### src/rtl/zuart_tx_scheduler.sv
// zuart_tx_scheduler: round-robin arbiter feeding a single 8N1 UART transmitter
//   params : NUM_REQ (2..8 requesters), BPS_DIV (clocks per bit, >= 2)
//   clk, rst_n   : clock, asynchronous active-low reset
//   req, data    : per-requester request level and byte (byte i at data[8i+7:8i])
//   ack          : one-cycle pulse when requester i's byte is captured
//   busy         : a frame is in flight
//   grant_id     : index of the most recently granted requester
//   txd          : registered serial output, idle high
//   ZUART_SCHED_PARITY_EN : when defined, an even-parity bit is sent before the stop bit (8E1)
module zuart_tx_scheduler #(
  parameter int NUM_REQ = 4,
  parameter int BPS_DIV = 434
) (
  input  logic                 clk,
  input  logic                 rst_n,
  input  logic [NUM_REQ-1:0]   req,
  input  logic [8*NUM_REQ-1:0] data,
  output logic [NUM_REQ-1:0]   ack,
  output logic                 busy,
  output logic [2:0]           grant_id,
  output logic                 txd
);
  localparam int CW = $clog2(BPS_DIV);
`ifdef ZUART_SCHED_PARITY_EN
  typedef enum logic [2:0] {IDLE, START, DATA, PARITY, STOP} state_t;
  logic par;
`else
  typedef enum logic [2:0] {IDLE, START, DATA, STOP} state_t;
`endif
  state_t           state;
  logic [CW-1:0]    cnt;
  logic [2:0]       bit_cnt, rr_ptr, gnt, off;
  logic [3:0]       sum;
  logic [7:0]       shreg, sel;
  logic [NUM_REQ-1:0] rot;
  logic             tick;
  // rotate requests so that bit 0 is the requester at rr_ptr; the lowest set bit wins
  assign rot = NUM_REQ'({req, req} >> rr_ptr);
  assign tick = cnt == CW'(BPS_DIV - 1);
  always_comb begin
    off = 3'd0;
    for (int k = NUM_REQ - 1; k >= 0; k--) off = rot[k] ? 3'(k) : off;
    sum = {1'b0, rr_ptr} + {1'b0, off};
    gnt = 3'(sum >= 4'(NUM_REQ) ? sum - 4'(NUM_REQ) : sum);
    sel = 8'd0;
    for (int k = 0; k < NUM_REQ; k++) sel = (gnt == 3'(k)) ? data[8*k +: 8] : sel;
  end
  always_ff @(posedge clk or negedge rst_n) begin
    if (!rst_n) begin
      state    <= IDLE;
      cnt      <= '0;
      bit_cnt  <= '0;
      rr_ptr   <= '0;
      shreg    <= '0;
      ack      <= '0;
      busy     <= 1'b0;
      grant_id <= '0;
      txd      <= 1'b1;
`ifdef ZUART_SCHED_PARITY_EN
      par      <= 1'b0;
`endif
    end else begin
      ack <= '0;
      // baud counter is held at zero in IDLE so each frame starts bit-aligned
      cnt <= (state == IDLE || tick) ? '0 : cnt + CW'(1);
      case (state)
        IDLE: if (|req) begin
          ack      <= NUM_REQ'(1) << gnt;
          shreg    <= sel;
          grant_id <= gnt;
          rr_ptr   <= gnt == 3'(NUM_REQ - 1) ? 3'd0 : gnt + 3'd1;
          busy     <= 1'b1;
          txd      <= 1'b0;
          state    <= START;
`ifdef ZUART_SCHED_PARITY_EN
          par      <= ^sel;
`endif
        end
        START: if (tick) begin
          txd     <= shreg[0];
          bit_cnt <= 3'd0;
          state   <= DATA;
        end
        DATA: if (tick) begin
          bit_cnt <= bit_cnt + 3'd1;
          shreg   <= shreg >> 1;
          if (bit_cnt == 3'd7) begin
`ifdef ZUART_SCHED_PARITY_EN
            txd   <= par;
            state <= PARITY;
`else
            txd   <= 1'b1;
            state <= STOP;
`endif
          end else txd <= shreg[1];
        end
`ifdef ZUART_SCHED_PARITY_EN
        PARITY: if (tick) begin
          txd   <= 1'b1;
          state <= STOP;
        end
`endif
        STOP: if (tick) begin
          busy  <= 1'b0;
          state <= IDLE;
        end
        default: state <= IDLE;
      endcase
    end
  end
endmodule

### config.mk
export PLATFORM = sky130hd
export DESIGN_NAME = zuart_tx_scheduler
export DESIGN_NICKNAME = d
export VERILOG_FILES = /design/src/rtl/zuart_tx_scheduler.sv
export SDC_FILE = /design/constraint.sdc
export NUM_CORES = 1
export LEC_CHECK = 0
export CAP_MARGIN = 20
export CORE_MARGIN = 5
export CORE_UTILIZATION = 39
export CTS_CLUSTER_SIZE = 40
export DETAILED_ROUTE_END_ITERATION = 16
export GPL_TIMING_DRIVEN = 0
export HOLD_SLACK_MARGIN = 0.06
export PLACE_DENSITY_LB_ADDON = 0.25
export SYNTH_ARGS = -nofsm -noshare
export SYNTH_HDL_FRONTEND = slang
export SYNTH_SLANG_ARGS = --single-unit
### constraint.sdc
create_clock -name clk -period 4.7 [get_ports clk]
set_clock_uncertainty 0.05 [all_clocks]
set_input_delay 0.705 -clock clk [delete_from_list [all_inputs] [get_ports clk]]
set_output_delay 0.705 -clock clk [all_outputs]
set_load 0.03 [all_outputs]
==> flow_summary.json <==
{
  "outcome": "complete, no violations",
  "worst-endpoint-required_ps": 4820,
  "final_design_area_no_fill_mm2": 0.00277,
  "die_area_mm2": 0.00705,
  "power.switching_w": 0.000138,
  "post_route_cells_drive_above_1_share_pct": 13.0,
  "routed_via_density": 5.09,
  "yosysUniqueCellTypes": 46,
  "synth_seq_cells": 34,
  "synth_ff_type": "sky130_fd_sc_hd__dfrtp_1",
  "endpoint_kind": "register",
  "ys_seq_area_share_pct": 40.0,
  "syn-num-nets": 269,
  "clkSinkCount": 34,
  "grt_start_max_net_pins": 35,
  "drv_slew": 0,
  "finish.net_count": 322,
  "h_tree_depth": 2,
  "detailedPlace.worstSlack_ps": 412,
  "vdd_drop_max_mv": 0.0964,
  "power.share.sequential_pct": 48.9,
  "critical-path-slowest-cell": "sky130_fd_sc_hd__fa_1",
  "setup_viol": 0,
  "drc": 0,
  "timing.hold.worst.class": "reg2reg",
  "detail_route.first_pass.iterations": 4,
  "p_comb_share_pct": 13.9,
  "synth-edff-count": 0,
  "top_cells_by_area_in_the_synthesized_netlist": "sky130_fd_sc_hd__dfrtp_1, sky130_fd_sc_hd__ha_1, sky130_fd_sc_hd__mux2_4",
  "post_cts_buffers": 0,
  "grt_setup_unrepaired": "false",
  "power_per_cell_area_mw_per_mm2": 216,
  "route.vias.total": 1734,
  "critPathMaxFanout": 10,
  "gpl.final_weighted_congestion": 0.792,
  "root_buffer_cell": "sky130_fd_sc_hd__clkbuf_8",
  "timing_hold_violations_final": 0,
  "grt_use_total_pct": 14.5,
  "cts_made_buffers": 5,
  "post-route-worst-setup-slack_ps": 697,
  "maxSlewHeadroom_pct": 49.7,
  "tightestPinTransition_ps": 754,
  "core_mm2": 0.00541,
  "netSwitchingFraction_pct": 23.0,
  "post_synth_instance_area_mm2": 0.00213,
  "maximum_clock_frequency_ghz": 0.250,
  "placementRows": 27,
  "initial_utilization_pct": 39.4,
  "detailedRoute.firstIterationViolations": 68,
  "pwr-share-clk_pct": 37.2,
  "synthCells": 215,
  "clock_latency_on_the_worst_skew_pair_ps": 280,
  "detail_route.wirelength_um": 4770,
  "max-cap-violations": 0,
  "grt_pass1_wl_um": 8310,
  "pin_count": 47,
  "detailed_place_hpwl_um": 3760,
  "die-height_um": 83.9,
  "path_delay_family": "buffers and inverters",
  "criticalPathCategory": "in2reg",
  "number_of_global_route_vias_before_repair": 1767,
  "cts_max_path_buffers": 2,
  "cts_tree": "yes",
  "worst-r2r-setup-slack_ps": 860,
  "cts_hold_repair.buffers": 0,
  "worst_path_cell_chain": "clkdlybuf4s50_1 > mux2i_1 > nand2b_1 > o21bai_1 > o21ai_0 > ha_1 > fa_1 > ha_1 > clkbuf_1 > clkbuf_1 > o21ai_0 > a32o_1 > mux2_4",
  "io_buffer_count": 46,
  "fin_crit_sh_pct": 85.2,
  "yosys_warnings": 0,
  "synth.top_cell.area_share_pct": 38.7,
  "horizontal_die_dimension_um": 83.9,
  "cts-resized-gates": 0,
  "layout_overhead_on_the_synthesized_area_pct": 29.9,
  "fraction_of_synthesis_flops_using_an_asynchronous_set_or_reset_pin_pct": 100,
  "placedInstanceArea_mm2": 0.00268,
  "initial_antenna_violation_count": 0,
  "antenna_left": 0,
  "crit_buf_inv": 3,
  "intPower_w": 0.000460,
  "p_leak_nw": 1.25,
  "setup.worst_path.start_class": "primary input",
  "post_drt_wl_per_cell_um": 14.0,
  "cp_data_arrival_time_ps": 4130,
  "cp_slowest_stage_delay_ps": 560,
  "yosysTopAreaCell": "sky130_fd_sc_hd__dfrtp_1",
  "overflow": 0,
  "totalNegativeSetupSlack_ps": 0,
  "synth_area_per_cell_um2": 9.92,
  "antenna-diode-count": 0,
  "clkTransAtPathRegs_ps": 70,
  "post-route-min-period_ps": 4000
}
## sequential cells by signal (all words and copies together) (netlist names)
name,count
busy,1
rr_ptr,3
ack,4
cnt,9
grant_id,3
bit_cnt,3
shreg,8
txd,1
state,2
## cell type report
type | instances | area, um^2
Tap cell | 72 | 90.1
Timing Repair Buffer | 46 | 455
Sequential cell | 34 | 852
Inverter | 15 | 56.3
Buffer | 11 | 58.8
Multi-Input combinational cell | 155 | 1160
Clock buffer | 7 | 86.3
Fill cell | 525 | 2640
Clock inverter | 1 | 5.00
## cell families after synthesis
kind of cell	share of synthesized area, %
AND/OR/NAND/NOR	16.1
buffers and inverters	5.40
adder cells (fa/ha/maj)	9.74
multiplexers	7.51
flip-flops	40.0
AO/OA/AOI/OAI	18.4
XOR/XNOR	2.88
## metal layers
layer	track usage, %	share of wire (%)
met1	18.9	45
met4	3.07	0.96
met3	4.54	6.2
met2	23.8	48
met5	0	0
## worst paths after layout
kind / startpoint / end / cells past startpoint
setup / recovery: req[2] / shreg[6]$_DFFE_PN0P_ / 13
hold / removal: grant_id[2]$_DFFE_PN0P_ / grant_id[2]$_DFFE_PN0P_ / 2
setup reg to reg: rr_ptr[0]$_DFFE_PN0P_ / shreg[6]$_DFFE_PN0P_ / 13
hold reg to reg: grant_id[2]$_DFFE_PN0P_ / grant_id[2]$_DFFE_PN0P_ / 2
max in group asynchronous: rst_n / state[1]$_DFFE_PN0P_ / 1
min in group asynchronous: rst_n / grant_id[2]$_DFFE_PN0P_ / 1
## placed cells by master, fill, tap and decap left out, types with 2 or more instances in the layout
cell,n
sky130_fd_sc_hd__a22o_2,2
sky130_fd_sc_hd__xor2_1,3
sky130_fd_sc_hd__inv_1,15
sky130_fd_sc_hd__or2_2,4
sky130_fd_sc_hd__o21ai_0,13
sky130_fd_sc_hd__nor2b_1,9
sky130_fd_sc_hd__o21bai_1,2
sky130_fd_sc_hd__a22oi_1,3
sky130_fd_sc_hd__buf_2,3
sky130_fd_sc_hd__clkbuf_8,6
sky130_fd_sc_hd__a21oi_1,7
sky130_fd_sc_hd__o22ai_1,3
sky130_fd_sc_hd__mux2i_1,4
sky130_fd_sc_hd__nor3_1,2
sky130_fd_sc_hd__and3_1,4
sky130_fd_sc_hd__clkdlybuf4s50_1,45
sky130_fd_sc_hd__nand3_1,5
sky130_fd_sc_hd__ha_1,15
sky130_fd_sc_hd__xnor2_1,4
sky130_fd_sc_hd__nor2_1,13
sky130_fd_sc_hd__dfrtp_1,33
sky130_fd_sc_hd__a221o_1,4
sky130_fd_sc_hd__nand2b_1,2
sky130_fd_sc_hd__a32o_1,5
sky130_fd_sc_hd__nand2_1,20
sky130_fd_sc_hd__a221o_2,4
sky130_fd_sc_hd__clkbuf_1,8
sky130_fd_sc_hd__nand4_1,2
sky130_fd_sc_hd__mux2_4,5
sky130_fd_sc_hd__o221ai_1,2
sky130_fd_sc_hd__mux2_2,4
## power groups by stage
stage | logic (W) | registers [W] | clock network (W)
global placement | 0.0000832 | 0.000298 | 0
global route | 0.0000920 | 0.000292 | 0.000241
CTS | 0.0000841 | 0.000292 | 0.000230
floorplan | 0.0000373 | 0.000298 | 0
finish | 0.0000830 | 0.000293 | 0.000222
detailed placement | 0.0000838 | 0.000298 | 0
## per-stage QoR
step / hold slack [ps] / power [W] / util [%] / instances
floorplan: 359 / 0.000335 / - / 215
global placement: 416 / 0.000381 / 49.6 / 333
detailed placement: 423 / 0.000382 / 49.5 / 333
CTS: 438 / 0.000607 / 51.2 / 341
global route: 478 / 0.000626 / 51.2 / 341
finish: 434 / 0.000598 / 51.2 / 341
## synth_stat cells (4+ instances only)
cell and instances:
sky130_fd_sc_hd__a21oi_1 7, sky130_fd_sc_hd__a221o_1 4, sky130_fd_sc_hd__a221o_2 4, sky130_fd_sc_hd__a32o_1 5
sky130_fd_sc_hd__and3_1 4, sky130_fd_sc_hd__clkbuf_1 7, sky130_fd_sc_hd__dfrtp_1 33, sky130_fd_sc_hd__ha_1 15
sky130_fd_sc_hd__inv_1 15, sky130_fd_sc_hd__mux2_2 4, sky130_fd_sc_hd__mux2_4 5, sky130_fd_sc_hd__mux2i_1 4
sky130_fd_sc_hd__nand2_1 20, sky130_fd_sc_hd__nand3_1 5, sky130_fd_sc_hd__nor2_1 13, sky130_fd_sc_hd__nor2b_1 9
sky130_fd_sc_hd__o21ai_0 13, sky130_fd_sc_hd__or2_2 4, sky130_fd_sc_hd__xnor2_1 4
## tightest hold or removal path, cell delays in order (launching register included)
cell and delay [ps]:
sky130_fd_sc_hd__dfrtp_1 340, sky130_fd_sc_hd__nand2_1 50, sky130_fd_sc_hd__o21ai_0 60
(Power assumes the default switching activity.)
